$ cat src/rtl/tt_um_gate_arbiter_if.sv
// Pin bundle for tt_um_gate_arbiter. It carries the standard Tiny Tapeout
// user-project pins except clk and rst_n.
//   ena     enable; when low, the arbiter state holds
//   ui_in   [3:0] request lines, [7:4] ignored
//   uio_in  operand pairs: a_i = uio_in[2i], b_i = uio_in[2i+1]
//   uo_out  {idx[1:0], valid, result, grant[3:0]}
//   uio_oe  output enables for the uio pins (always 0)
//   uio_out uio output values (always 0)
// The arbiter connects through the slave modport and the driving
// environment through the master modport.
interface tt_um_gate_arbiter_if;
  logic       ena;
  logic [7:0] ui_in;
  logic [7:0] uio_in;
  logic [7:0] uo_out;
  logic [7:0] uio_oe;
  logic [7:0] uio_out;

  modport slave (
    input  ena, ui_in, uio_in,
    output uo_out, uio_oe, uio_out
  );

  modport master (
    output ena, ui_in, uio_in,
    input  uo_out, uio_oe, uio_out
  );
endinterface

$ cat src/rtl/tt_um_gate_arbiter.sv
// Round-robin arbiter that shares one registered 2-input AND unit among
// four requesters using a 4-phase req/grant handshake.
//   clk    system clock, rising edge
//   rst_n  asynchronous active-low reset
//   bus    pin bundle (slave side): ena, ui_in, uio_in in; uo_out, uio_oe,
//          uio_out out
// Every uo_out bit comes straight from a register.
//
// state | meaning
// IDLE  | waiting for any request; picks a winner starting at ptr
// EVAL  | one cycle: registers a_idx & b_idx and raises valid
// DONE  | result held valid until req[idx] drops, then ptr moves past idx
module tt_um_gate_arbiter (
  input  logic                 clk,
  input  logic                 rst_n,
  tt_um_gate_arbiter_if.slave  bus
);

  typedef enum logic [1:0] {
    IDLE = 2'd0,
    EVAL = 2'd1,
    DONE = 2'd2
  } state_t;

  state_t     state_q, state_d;
  logic [3:0] grant_q, grant_d;
  logic [1:0] idx_q,   idx_d;
  logic [1:0] ptr_q,   ptr_d;
  logic       result_q, result_d;
  logic       valid_q,  valid_d;

  logic [3:0] req;
  logic       found;
  logic [1:0] win;
  logic [1:0] cand;
  logic       op_a, op_b;
  logic       unused_bits;

  assign req         = bus.ui_in[3:0];
  assign unused_bits = &{1'b0, bus.ui_in[7:4]};
  assign op_a        = bus.uio_in[{idx_q, 1'b0}];
  assign op_b        = bus.uio_in[{idx_q, 1'b1}];

  always_ff @(posedge clk or negedge rst_n) begin
    if (!rst_n) begin
      state_q  <= IDLE;
      grant_q  <= 4'd0;
      idx_q    <= 2'd0;
      ptr_q    <= 2'd0;
      result_q <= 1'b0;
      valid_q  <= 1'b0;
    end else if (bus.ena) begin
      state_q  <= state_d;
      grant_q  <= grant_d;
      idx_q    <= idx_d;
      ptr_q    <= ptr_d;
      result_q <= result_d;
      valid_q  <= valid_d;
    end
  end

  always_comb begin
    state_d  = state_q;
    grant_d  = grant_q;
    idx_d    = idx_q;
    ptr_d    = ptr_q;
    result_d = result_q;
    valid_d  = valid_q;
    found    = 1'b0;
    win      = ptr_q;
    cand     = ptr_q;

    // Scan ptr, ptr+1, ptr+2, ptr+3; the 2-bit sum wraps modulo 4.
    for (int k = 0; k < 4; k++) begin
      cand = ptr_q + 2'(k);
      if (!found && req[cand]) begin
        found = 1'b1;
        win   = cand;
      end
    end

    case (state_q)
      IDLE: begin
        if (found) begin
          grant_d = 4'b0001 << win;
          idx_d   = win;
          state_d = EVAL;
        end
      end
      EVAL: begin
        // Runs to completion even if the requester already withdrew.
        result_d = op_a & op_b;
        valid_d  = 1'b1;
        state_d  = DONE;
      end
      DONE: begin
        // result is left as is; valid alone qualifies it.
        if (!req[idx_q]) begin
          grant_d = 4'd0;
          valid_d = 1'b0;
          ptr_d   = idx_q + 2'd1;
          state_d = IDLE;
        end
      end
      default: begin
        state_d = IDLE;
      end
    endcase
  end

  assign bus.uo_out  = {idx_q, valid_q, result_q, grant_q};
  assign bus.uio_oe  = 8'h00;
  assign bus.uio_out = 8'h00;

endmodule

$ cat src/flat_wrapper.sv
// flat-port wrapper written by rule: the top's interface ports become plain ports
module tt_um_gate_arbiter_flat 
  (clk, rst_n, bus_ena, bus_ui_in, bus_uio_in, bus_uo_out, bus_uio_oe, bus_uio_out);
  tt_um_gate_arbiter_if bus_i ();
  input  logic clk;
  input  logic rst_n;
  input wire logic [$bits(bus_i.ena)-1:0] bus_ena;
  input wire logic [$bits(bus_i.ui_in)-1:0] bus_ui_in;
  input wire logic [$bits(bus_i.uio_in)-1:0] bus_uio_in;
  output wire logic [$bits(bus_i.uo_out)-1:0] bus_uo_out;
  output wire logic [$bits(bus_i.uio_oe)-1:0] bus_uio_oe;
  output wire logic [$bits(bus_i.uio_out)-1:0] bus_uio_out;
  assign bus_i.ena = bus_ena;
  assign bus_i.ui_in = bus_ui_in;
  assign bus_i.uio_in = bus_uio_in;
  assign bus_uo_out = bus_i.uo_out;
  assign bus_uio_oe = bus_i.uio_oe;
  assign bus_uio_out = bus_i.uio_out;
  tt_um_gate_arbiter u_core (.clk(clk), .rst_n(rst_n), .bus(bus_i));
endmodule
$ cat config.mk
export PLATFORM = sky130hd
export DESIGN_NAME = tt_um_gate_arbiter_flat
export DESIGN_NICKNAME = d
export VERILOG_FILES = /design/src/rtl/tt_um_gate_arbiter_if.sv /design/src/rtl/tt_um_gate_arbiter.sv /design/src/flat_wrapper.sv
export SDC_FILE = /design/constraint.sdc
export NUM_CORES = 1
export LEC_CHECK = 0
export CORE_ASPECT_RATIO = 1.2
export CORE_UTILIZATION = 38
export DETAILED_ROUTE_END_ITERATION = 8
export PLACE_DENSITY = 0.78
export SKIP_CTS_REPAIR_TIMING = 1
export SYNTH_ARGS = -nofsm -noshare
export SYNTH_HDL_FRONTEND = slang
export SYNTH_SLANG_ARGS = --single-unit
$ cat constraint.sdc
create_clock -name clk -period 2 [get_ports clk]
set_input_delay 0.4 -clock clk [delete_from_list [all_inputs] [get_ports clk]]
set_output_delay 0.4 -clock clk [all_outputs]
set_load 0.02 [all_outputs]
==> flow_metrics.tcl <==
set metrics [dict create \
    insertion_delay_ns 0.27 \
    htreeDepth 1 \
    synth_top_area_share 0.367 \
    clockRootBuffer "clkbuf_4" \
    syn_area_per_cell_um2 9.63 \
    netlist_instances 85 \
    rows 18 \
    rsz0062_at_grt "no" \
    slew_viol_final 0 \
    drt-total-wl_um 1560 \
    fin_nets 136 \
    antenna_found_initial 0 \
    cp-start-kind "flip-flop" \
    grt.total_usage 0.140 \
    synthTopCellsByArea "dfrtp_1, buf_4, o21ai_0" \
    antenna_left 0 \
    pwr-share-seq 0.346 \
    synth-edff-count 0 \
    ys.warnings.count 0 \
    num_vias 654 \
    synthTopCellsByCount "buf_4, dfrtp_1, o21ai_0" \
    drt-initial-drc-count 7 \
    rr_startpoint "u_core.idx_q[0]$_DFFE_PN0P_" \
    grt_max_degree 13 \
    synth.distinct_cells 30 \
    grt_pass1_vias 602 \
    p_sw_mw 0.561 \
    synth_seq_area_share 0.367 \
    yosysMostFrequentCell "buf_4" \
    finalSetupTns_ns 0 \
    p_leak_nw 0.464 \
    worstPathRequired_ns 1.60 \
    async_flop_share 1.00 \
    r2r_end "u_core.ptr_q[1]$_DFFE_PN0P_" \
    powerDensity_nw_per_um2 1280 \
    grt_pass1_wl_um 2450 \
    cts_max_path_buffers 2 \
    diodes 0 \
    pwr-share-clk 0.139 \
    drive_gt1_frac 0.172 \
    grt-ovfl-total 0 \
    crit_path_max_fanout 5 \
    synth.cell_area_um2 818 \
    initial_core_util 0.399 \
    cts_tree "built" \
    reg2reg_depth 5 \
    die_w_um 44.4 \
    cp.arrival_ns 1.49 \
    place_area_um2 1050 \
    fp.dieArea_um2 2340 \
    die_h_um 52.8 \
    worstSetupPathType "reg -> out" \
    p_int_mw 0.829 \
    hold_class "in -> async" \
    routed_via_density 4.48 \
    fmax_mhz 530 \
    fin_crit_sh 0.944 \
    slew_headroom 0.632 \
    fin_area_um2 1090 \
    fin_util 0.532 \
    dp_hpwl_um 1230 \
    outcome "completed" \
    share_comb_of_total_power 0.515 \
    area_growth_pct 33.2 \
    avgRoutedWirePerCell_um 10.7 \
    setup_viol 0 \
    synth-seq-cells 12 \
    portBuffers 22 \
    cts_buffers 3 \
    ios 43 \
    cts.sinks 12 \
    tightest_slew_ns 0.550 \
    cp-end-kind "output port" \
    finalHoldViolCount 0 \
    netlist.top_cell.by_area "dfrtp_1" \
    drv_cap 0 \
    ys.flop_type "dfrtp_1" \
    num-fill-cells 185 \
    fin_crit_ns 1.89 \
    switching_share 0.403 \
    peakVddDrop_mv 0.728 \
    rrSetupSlack_ns 0.37 \
    skew_ns 0.00333 \
    core_um2 2050 \
    place_congestion 0.821 \
    drc 0 \
    drt-pass1-iter-count 4 \
    clk_pin_slew_ns 0.08 \
]
layer usage:
metal  share of wire  vias to the layer above  global-route usage
li1                -                      334                   -
met1            0.48                      299               0.197
met2            0.47                       21               0.218
met3           0.051                        0              0.0414
met4               0                        0              0.0152
met5               0                        -                   0
cells in the final DEF (no fill, tap or decap), types with 3 or more instances in the layout:
| master | Yosys | layout |
|---|---|---|
| nand2_1 | 6 | 6 |
| nor2b_1 | 4 | 4 |
| dfrtp_1 | 12 | 12 |
| a21oi_1 | 4 | 4 |
| clkbuf_4 | 0 | 3 |
| inv_1 | 3 | 3 |
| nor2_1 | 3 | 3 |
| o21ai_0 | 7 | 7 |
| conb_1 | 1 | 16 |
| clkdlybuf4s50_1 | 0 | 22 |
| buf_4 | 18 | 9 |
through the flow:
step                      setup slack, ns  instances  hold WS, ns  power, mW
after global routing               0.0444        146        0.506       1.49
after global placement             0.0285        142        0.461       1.19
after detailed placement          0.00894        142        0.470       1.20
after floorplan                     0.295        100        0.104      0.966
after CTS                          0.0967        146        0.487       1.40
final                               0.112        146        0.478       1.39
sequential cells by signal, summed over array words and instances (netlist names):
signal           flops
u_core.grant_q       4
u_core.idx_q         2
u_core.ptr_q         2
u_core.result_q      1
u_core.state_q       2
u_core.valid_q       1
power by group through the flow:
stage | combinational, mW | sequential (mW) | clock (mW)
after detailed placement | 0.717 | 0.485 | 0
after CTS | 0.721 | 0.482 | 0.199
after global placement | 0.707 | 0.482 | 0
final | 0.716 | 0.481 | 0.193
after global routing | 0.784 | 0.498 | 0.211
after floorplan | 0.445 | 0.520 | 0
kinds of logic (layout without fill, tap and decap cells):
logic type      Yosys count  in the layout  share of synthesized area
compound gates           24             24                      0.203
simple gates             23             23                      0.180
buf+inv                  22             38                      0.193
flops                    12             12                      0.367
mux                       2              2                     0.0413
other cells               1             16                    0.00458
xor+xnor                  1              1                     0.0107
critical path: stages (launching register included):
cell and delay (ns):
dfrtp_1 0.45, buf_4 0.17, clkdlybuf4s50_1 0.60
final cells by class:
type,instances,area [um^2],area share
clock buffers,4,36.3,0.0333
inverters,3,11.3,0.0103
multi-input cells,66,417,0.382
flip-flops and latches,12,300,0.276
well taps,30,37.5,0.0344
repair buffers,31,288,0.264
worst max-delay path by stage:
stage,start,endpoint,slack (ns),cells past startpoint
CTS,u_core.idx_q[0]$_DFFE_PN0P_,bus_uo_out[6],0.1,2
global placement,bus_ui_in[3],u_core.ptr_q[0]$_DFFE_PN0P_,0.03,6
floorplan,u_core.idx_q[0]$_DFFE_PN0P_,u_core.grant_q[2]$_DFFE_PN0P_,0.29,5
detailed placement,bus_ui_in[3],u_core.ptr_q[1]$_DFFE_PN0P_,0.009,6
global route,u_core.idx_q[0]$_DFFE_PN0P_,bus_uo_out[6],0.04,2
finish,u_core.idx_q[0]$_DFFE_PN0P_,bus_uo_out[6],0.11,2
(Power assumes the default switching activity.)
